$ cat config.mk
export PLATFORM = sky130hd
export DESIGN_NAME = button_debounce
export DESIGN_NICKNAME = d
export VERILOG_FILES = /design/src/rtl/button_debounce_pkg.sv /design/src/rtl/button_debounce_sync_2ff.sv /design/src/rtl/button_debounce.sv
export SDC_FILE = /design/constraint.sdc
export NUM_CORES = 1
export LEC_CHECK = 0
export BUFFER_PORTS_ARGS = -buffer_cell sky130_fd_sc_hd__buf_4
export CELL_PAD_IN_SITES_DETAIL_PLACEMENT = 1
export CELL_PAD_IN_SITES_GLOBAL_PLACEMENT = 1
export CORE_MARGIN = 3
export CORE_UTILIZATION = 30
export DETAILED_ROUTE_END_ITERATION = 6
export GPL_TIMING_DRIVEN = 0
export PLACE_DENSITY_LB_ADDON = 0.3
export SYNTH_ARGS = -nofsm -noshare
export SYNTH_HDL_FRONTEND = slang
export SYNTH_SLANG_ARGS = --single-unit
$ cat constraint.sdc
create_clock -name clk_i -period 1.8 [get_ports clk_i]
set_input_delay 0.36 -clock clk_i [delete_from_list [all_inputs] [get_ports clk_i]]
set_output_delay 0.36 -clock clk_i [all_outputs]
set_load 0.02 [all_outputs]
$ cat src/rtl/button_debounce_pkg.sv
// Shared state encoding and width helper for the push-button debouncer.
package button_pkg;

    typedef enum logic [1:0] {
        ST_RELEASED   = 2'd0,
        ST_PRESS_PEND = 2'd1,
        ST_PRESSED    = 2'd2,
        ST_REL_PEND   = 2'd3
    } state_e;

    // Bits needed to hold 0..max_val, never less than one.
    function automatic int cnt_width(input int max_val);
        return (max_val < 1) ? 1 : $clog2(max_val + 1);
    endfunction

endpackage

$ cat src/rtl/button_debounce_sync_2ff.sv
// Two-flop synchroniser for an asynchronous pin; RST_VAL sets the reset level of both flops.
module sync_2ff #(
    parameter logic RST_VAL = 1'b0
) (
    input  logic clk_i,
    input  logic rst_i,
    input  logic d_i,
    output logic q_o
);

    logic meta_q;
    logic sync_q;

    always_ff @(posedge clk_i) begin
        if (rst_i) begin
            meta_q <= RST_VAL;
            sync_q <= RST_VAL;
        end else begin
            meta_q <= d_i;
            sync_q <= meta_q;
        end
    end

    assign q_o = sync_q;

endmodule

$ cat src/rtl/button_debounce.sv
// Push-button conditioner: synchronise, debounce, and emit level/press/release/long pulses.
// Long-press detection is built only when BUTTON_LONG_PRESS_EN is defined; otherwise long_o is tied 0.
module button_debounce
    import button_pkg::*;
#(
    parameter int CLK_FREQ        = 100_000_000,
    parameter int DEBOUNCE_CYCLES = CLK_FREQ / 100,
    parameter int LONG_CYCLES     = CLK_FREQ,
    parameter bit ACTIVE_LOW      = 1'b1
) (
    input  logic clk_i,
    input  logic rst_i,
    input  logic btn_i,
    output logic pressed_o,
    output logic press_o,
    output logic release_o,
    output logic long_o
);

    localparam int              CNT_W    = cnt_width(DEBOUNCE_CYCLES);
    localparam logic [CNT_W-1:0] CNT_LAST = CNT_W'(DEBOUNCE_CYCLES - 1);

    logic btn_sync;
    logic lvl;

    // Both flops reset to the idle pin level so reset never looks like a press.
    sync_2ff #(
        .RST_VAL (ACTIVE_LOW)
    ) u_sync (
        .clk_i (clk_i),
        .rst_i (rst_i),
        .d_i   (btn_i),
        .q_o   (btn_sync)
    );

    assign lvl = btn_sync ^ ACTIVE_LOW;

    state_e             state_q, state_d;
    logic [CNT_W-1:0]   cnt_q, cnt_d;
    logic               pressed_q, pressed_d;
    logic               press_q, press_d;
    logic               release_q, release_d;

    always_ff @(posedge clk_i) begin
        if (rst_i) begin
            state_q   <= ST_RELEASED;
            cnt_q     <= '0;
            pressed_q <= 1'b0;
            press_q   <= 1'b0;
            release_q <= 1'b0;
        end else begin
            state_q   <= state_d;
            cnt_q     <= cnt_d;
            pressed_q <= pressed_d;
            press_q   <= press_d;
            release_q <= release_d;
        end
    end

    always_comb begin
        state_d = state_q;
        cnt_d   = cnt_q;
        case (state_q)
            ST_RELEASED: begin
                if (lvl) begin
                    state_d = ST_PRESS_PEND;
                    cnt_d   = '0;
                end
            end
            ST_PRESS_PEND: begin
                if (!lvl) begin
                    state_d = ST_RELEASED;
                    cnt_d   = '0;
                end else if (cnt_q == CNT_LAST) begin
                    state_d = ST_PRESSED;
                end else begin
                    cnt_d = cnt_q + 1'b1;
                end
            end
            ST_PRESSED: begin
                if (!lvl) begin
                    state_d = ST_REL_PEND;
                    cnt_d   = '0;
                end
            end
            ST_REL_PEND: begin
                if (lvl) begin
                    state_d = ST_PRESSED;
                    cnt_d   = '0;
                end else if (cnt_q == CNT_LAST) begin
                    state_d = ST_RELEASED;
                end else begin
                    cnt_d = cnt_q + 1'b1;
                end
            end
            default: begin
                state_d = ST_RELEASED;
                cnt_d   = '0;
            end
        endcase
    end

    // Pulses only on the accepting transitions; a bounce back to the old state is silent.
    always_comb begin
        press_d   = (state_q == ST_PRESS_PEND) && (state_d == ST_PRESSED);
        release_d = (state_q == ST_REL_PEND) && (state_d == ST_RELEASED);
        pressed_d = (state_d == ST_PRESSED) || (state_d == ST_REL_PEND);
    end

    assign pressed_o = pressed_q;
    assign press_o   = press_q;
    assign release_o = release_q;

`ifdef BUTTON_LONG_PRESS_EN
    localparam int               HOLD_W    = cnt_width(LONG_CYCLES);
    localparam logic [HOLD_W-1:0] HOLD_MAX  = HOLD_W'(LONG_CYCLES);
    localparam logic [HOLD_W-1:0] HOLD_LAST = HOLD_W'(LONG_CYCLES - 1);

    logic [HOLD_W-1:0] hold_q, hold_d;
    logic              long_q, long_d;
    logic              hold_run;

    assign hold_run = (state_q == ST_PRESSED) || (state_q == ST_REL_PEND);

    // Saturation at HOLD_MAX is what limits long_o to one pulse per press.
    always_comb begin
        hold_d = hold_q;
        long_d = 1'b0;
        if (press_d) begin
            hold_d = '0;
        end else if (hold_run && (hold_q != HOLD_MAX)) begin
            hold_d = hold_q + 1'b1;
            long_d = (hold_q == HOLD_LAST);
        end
    end

    always_ff @(posedge clk_i) begin
        if (rst_i) begin
            hold_q <= '0;
            long_q <= 1'b0;
        end else begin
            hold_q <= hold_d;
            long_q <= long_d;
        end
    end

    assign long_o = long_q;
`else
    assign long_o = 1'b0;
`endif

endmodule
# Word level (Yosys, flattened, before mapping)
# Index checks and enable logic that the tools add are counted.
dict set report op_classes {
  reduce_logical 6
  mux 13
  n_eq_ne 8
  addsub 1
}
# cell count
set ops {}
lappend ops {{two-way mux 20 bit} 5}
lappend ops {{case mux 20 bit (4 select lines)} 1}
lappend ops {{adder 20 x 1 -> 20 bit (second input constant)} 1}
lappend ops {{== test 20 bit (second input constant)} 1}
lappend ops {{two-way mux 2 bit} 6}
lappend ops {{== test 2 bit (second input constant)} 4}
lappend ops {{case mux 2 bit (4 select lines)} 1}
lappend ops {{logical NOT 2 bit} 2}
lappend ops {{== test 2 x 1 -> 1 bit (second input constant)} 1}
lappend ops {{logical AND 1 bit} 2}
lappend ops {{inequality test 2 x 1 -> 1 bit (second input constant)} 1}
lappend ops {{inequality test 2 bit (second input constant)} 1}
lappend ops {{AND reduction 2 bit} 1}
lappend ops {{logical OR 1 bit} 1}
dict set report totals {
  reg_bits 27
  out_inout_bits 4
  elab_cells 35
  in_bits 3
}

# Longest topological paths before layout
dict set report depth {
  ltp_word 6
  depth_mapped 6
  mapped_depth_nobuf 5
}

# Modules after synthesis
# From an unflattened synthesis, not the netlist that was laid out.
dict set report unflattened {
  hier_cells 156
  hier_area_um2 1325.0
}
# module instances seq_area_each_um2 cells_each area_each_um2
set by_module_without_submodules {}
lappend by_module_without_submodules {button_debounce 1 500.5 152 1272.5}
lappend by_module_without_submodules {sync_2ff 1 40.0 4 52.6}

# Worst setup path after synthesis
# Ideal clock, no wire load.
dict set report synth_path {
  path_kind {register -> register}
  from {reg cnt_q[1]}
  to {reg pressed_q (netlist: pressed_o)}
  path_buffers 0
  arrival_ps 1556
  setup_ps 121
  slack_ps 123
  path_stages_with_launch 6
  period_less_slack_ps 1677
  cell_sequence {dfxtp_1 -> ha_1 -> and3_1 -> nand3_1 -> nor3_1 -> mux2_2}
}
dict set report synth_between {
  elab_chain_cells 6
  word_cells_on_any_way 9
}
# element line
set synth_rtl {}
lappend synth_rtl {{from (decl)} button_debounce.sv:39} ;# logic [CNT_W-1:0] cnt_q, cnt_d;
lappend synth_rtl {{from (signal assigned)} button_debounce.sv:53} ;# cnt_q <= cnt_d;
lappend synth_rtl {{== test 20 bit (*)} {button_debounce.sv:74, button_debounce.sv:90}}
lappend synth_rtl {{two-way mux 2 bit, on equally long branches} {button_debounce.sv:90, button_debounce.sv:74}}
lappend synth_rtl {{two-way mux 2 bit, on equally long branches} {button_debounce.sv:87, button_debounce.sv:71}}
lappend synth_rtl {{case mux 2 bit (4 select lines) (*)} button_debounce.sv:63} ;# case (state_q)
lappend synth_rtl {{== test 2 bit} button_debounce.sv:107} ;# pressed_d = (state_d == ST_PRESSED) || (state_d == ST_REL_PEND);
lappend synth_rtl {{logical OR 1 bit (*)} button_debounce.sv:107}
lappend synth_rtl {{to (signal assigned)} button_debounce.sv:54} ;# pressed_q <= pressed_d;
lappend synth_rtl {{to (decl)} button_debounce.sv:40} ;# logic pressed_q, pressed_d;
# Mark *: on every way between the ends. The rest lies on a longest branch, timed or not.
# A chain may end at the register's enable or synchronous reset.

# Worst setup path after layout
dict set report layout_path {
  from {reg cnt_q[2]}
  to {reg cnt_q[9]}
}
dict set report layout_between {
  elab_chain_cells 4
  word_cells_on_any_way 6
}
# element line
set layout_rtl {}
lappend layout_rtl {{adder 20 x 1 -> 20 bit / == test 20 bit (equally long branches)} -}
lappend layout_rtl {{two-way mux 20 bit (*)} {button_debounce.sv:74, button_debounce.sv:90}}
lappend layout_rtl {{two-way mux 20 bit, on equally long branches} {button_debounce.sv:87, button_debounce.sv:71}}
lappend layout_rtl {{case mux 20 bit (4 select lines) (*)} button_debounce.sv:63}
# Marked as above.

==> metrics.txt <==
# TYPE chip_impl_metric gauge
chip_impl_metric{name="antenna_left",unit=""} 0
chip_impl_metric{name="syn-cell-area",unit="um^2"} 1470
chip_impl_metric{name="global_route.usage.total",unit=""} 0.143
chip_impl_metric{name="floorplan.die.height",unit="um"} 76.1
chip_impl_metric{name="timing_hold_violations_final",unit=""} 0
chip_impl_info{name="worst_path_cell_trace",value="and4_1 -> buf_2 -> nand3_1 -> or4_1 -> o21ai_0"} 1
chip_impl_metric{name="globalRoute.totalOverflow",unit=""} 0
chip_impl_metric{name="design_power_total",unit="mW"} 1.04
chip_impl_metric{name="p_leak",unit="nW"} 0.565
chip_impl_metric{name="arrival_worst_endpoint",unit="ns"} 1.92
chip_impl_metric{name="dp.cells",unit=""} 247
chip_impl_info{name="setup_repair_after_global_routing_missed_its_margin",value="yes"} 1
chip_impl_metric{name="io_pins",unit=""} 7
chip_impl_metric{name="floorplan.core_area",unit="um^2"} 4530
chip_impl_metric{name="layout-drive-gt1-share",unit=""} 0.226
chip_impl_metric{name="layoutNonFillerInstCount",unit=""} 251
chip_impl_metric{name="async_reset_ff_frac",unit=""} 0
chip_impl_metric{name="synth_enable_flop_cells",unit=""} 0
chip_impl_metric{name="first_global_vias",unit=""} 1466
chip_impl_metric{name="grt_first_pass_wirelength",unit="mm"} 6.93
chip_impl_metric{name="tightestPinTransition",unit="ns"} 0.703
chip_impl_info{name="critical-path-top-delay-family",value="simple AND/OR/NAND/NOR gates"} 1
chip_impl_metric{name="postSynthCellCount",unit=""} 177
chip_impl_metric{name="worst-endpoint-required",unit="ns"} 2.01
chip_impl_metric{name="clk_pin_slew_worst_paths",unit="ns"} 0.09
chip_impl_metric{name="timing.setup.tns",unit="ns"} 0
chip_impl_metric{name="max-slew-margin-rel",unit=""} 0.530
chip_impl_metric{name="unique_masters_post_synth",unit=""} 49
chip_impl_metric{name="fin_crit_sh",unit=""} 0.951
chip_impl_metric{name="max-clock-path-buffers",unit=""} 2
chip_impl_metric{name="critPathMaxFanout",unit=""} 9
chip_impl_metric{name="max-vdd-ir-drop",unit="V"} 0.000292
chip_impl_metric{name="ctsHoldBuffers",unit=""} 0
chip_impl_info{name="cts_tree",value="yes"} 1
chip_impl_metric{name="pwrdens",unit="nW/um^2"} 609
chip_impl_metric{name="vias_per_cell",unit=""} 5.61
chip_impl_metric{name="final_core_utilization",unit=""} 0.376
chip_impl_info{name="timing.critical_path.from_type",value="flip-flop"} 1
chip_impl_metric{name="place_hpwl",unit="mm"} 2.97
chip_impl_info{name="critical_path.endpoint_type",value="flip-flop"} 1
chip_impl_metric{name="min_period",unit="ns"} 1.71
chip_impl_metric{name="timing.hold.ws",unit="ns"} 0.264
chip_impl_metric{name="antennaDiodeCount",unit=""} 0
chip_impl_metric{name="slew_violations",unit=""} 0
chip_impl_metric{name="placement.io_buffers",unit=""} 5
chip_impl_metric{name="placement.cell_area",unit="um^2"} 1590
chip_impl_metric{name="antenna_found_initial",unit=""} 0
chip_impl_metric{name="row_count",unit=""} 24
chip_impl_metric{name="area.growth.synth_to_final",unit="%"} 15.6
chip_impl_metric{name="postSynthNetCount",unit=""} 181
chip_impl_metric{name="cts-buffers-inserted",unit=""} 3
chip_impl_metric{name="drcViolationCount",unit=""} 0
chip_impl_info{name="cts.root.buffer_cell",value="clkbuf_8"} 1
chip_impl_metric{name="postSynthRegisterBits",unit=""} 27
chip_impl_metric{name="floorplan.initialDensity",unit=""} 0.325
chip_impl_metric{name="htreeDepth",unit=""} 1
chip_impl_metric{name="synth-warning-count",unit=""} 0
chip_impl_info{name="status",value="finished, final reports clean"} 1
chip_impl_metric{name="largest_net_degree_at_the_start_of_global_routing",unit=""} 16
chip_impl_metric{name="layout_setup_ws",unit="ns"} 0.0883
chip_impl_metric{name="clock_insertion_delay_worst_skew",unit="ns"} 0.28
chip_impl_metric{name="avgSynthCellArea",unit="um^2"} 8.33
chip_impl_info{name="hold_class",value="in2reg"} 1
chip_impl_metric{name="critPathBufInv",unit=""} 1
chip_impl_metric{name="seq_area_frac_synth",unit=""} 0.367
chip_impl_info{name="ys.flop_type",value="dfxtp_1"} 1
chip_impl_metric{name="nets",unit=""} 191
chip_impl_metric{name="postRouteWirelength",unit="mm"} 4.03
chip_impl_metric{name="fp.dieW",unit="um"} 76.1
chip_impl_metric{name="avgRoutedWirePerCell",unit="um"} 16.0
chip_impl_metric{name="finalSetupViolations",unit=""} 0
chip_impl_metric{name="critical-path-max-stage-delay",unit="ns"} 0.49
chip_impl_metric{name="clock_skew",unit="ns"} 0.00674
chip_impl_info{name="path_class",value="reg2reg"} 1
chip_impl_metric{name="fill_cells",unit=""} 534
chip_impl_metric{name="area_of_the_die",unit="um^2"} 5790
chip_impl_metric{name="clkSinkCount",unit=""} 27
chip_impl_metric{name="final_design_area_no_fill",unit="um^2"} 1700
chip_impl_metric{name="clock.fmax",unit="MHz"} 584
chip_impl_metric{name="place.gp.congestion",unit=""} 0.819
chip_impl_metric{name="place_ws",unit="ns"} -0.256
chip_impl_metric{name="detailroute.via_count",unit=""} 1407
chip_impl_info{name="critical_path.slowest_cell",value="or4_1"} 1
chip_impl_metric{name="detail_route.iter0.violations",unit=""} 86
chip_impl_metric{name="maxCapViolCount",unit=""} 0
chip_impl_metric{name="drt-pass1-iter-count",unit=""} 4
[flip-flops by register name, indices dropped and copies added, names as in the netlist]
signal / flops
cnt_q: 20
state_q: 2
press_o: 1
pressed_o: 1
release_o: 1
u_sync.meta_q: 1
u_sync.q_o: 1
[layer usage]
metal,wire length [um],track usage,up-vias
met3,89,0.0177,4
met5,0,0,-
met4,39,0.0471,0
met2,1950,0.246,20
li1,-,-,688
met1,1950,0.185,695
[path summary, 6_finish.rpt]
check,from,to,depth (start not counted),slack [ns]
max,cnt_q[2],cnt_q[9],5,0.09
min,btn_i,u_sync.meta_q,2,0.26
max reg2reg,cnt_q[2],cnt_q[9],5,0.09
min reg2reg,u_sync.meta_q,u_sync.q_o,1,0.43
[cells by family after synthesis]
logic type	synth area share
flops	0.367
simple gates	0.324
other cells	0.00254
mux	0.0289
fa+ha+maj	0.00849
buf+inv	0.0501
compound gates	0.187
xor+xnor	0.0323
[worst reg2reg max path, delay by kind of cell (launching register included)]
family | cells | cell delay [ns]
buffers and inverters | 1 | 0.22
flip-flops | 1 | 0.44
AO/OA/AOI/OAI | 1 | 0.08
AND/OR/NAND/NOR | 3 | 0.90
[cells in the final DEF (no fill, tap or decap), drive strengths merged, types with 3 or more instances in the layout]
cell type	Yosys	final
and4	3	3
a21oi	6	6
a211oi	4	4
nor3	8	8
or3	4	4
dfxtp	27	27
or2	4	4
and3	5	5
a31oi	8	8
or4	5	5
nand4	5	5
o211ai	5	5
nor4	3	3
buf	6	11
clkbuf	4	7
o21ai	7	7
nand3	14	14
nor2	6	6
nand2	19	19
inv	5	5
[synth_stat cells, types with 3 or more instances]
cell / instances / area [um^2]
a211oi_1: 4 / 30.0
a21oi_1: 6 / 30.0
a31oi_1: 8 / 50.1
and3_1: 5 / 31.3
buf_2: 4 / 20.0
clkbuf_1: 3 / 11.3
dfxtp_1: 27 / 541
inv_1: 5 / 18.8
nand2_1: 19 / 71.3
nand3_1: 13 / 65.1
nand4_1: 5 / 31.3
nor2_1: 6 / 22.5
nor3_1: 8 / 40.0
nor4_1: 3 / 18.8
o211ai_1: 5 / 37.5
o21ai_0: 7 / 35.0
or2_2: 4 / 25.0
or3_1: 3 / 18.8
or4_1: 5 / 37.5
[power breakdown]
group | total (mW) | internal, mW | switching (mW)
logic | 0.0706 | 0.0285 | 0.0421
registers | 0.611 | 0.604 | 0.00709
clock network | 0.356 | 0.155 | 0.201
[layout make-up]
cell class / count / area (um^2) / area share
Multi-Input combinational cell: 135 / 912 / 0.535
Sequential cell: 27 / 546 / 0.320
Tap cell: 65 / 81.3 / 0.0477
Buffer: 9 / 55.1 / 0.0323
Timing Repair Buffer: 6 / 45.0 / 0.0264
Clock buffer: 3 / 41.3 / 0.0242
Inverter: 5 / 18.8 / 0.0110
Clock inverter: 1 / 5.00 / 0.00294
[what timing repair did]
item                       in CTS  in global routing
cloned                          0                  0
gates resized for setup         8                 11
pin swaps                       1                  1
setup endpoints to repair      15                 17
setup buffers                   0                  1
(Power assumes the default switching activity.)
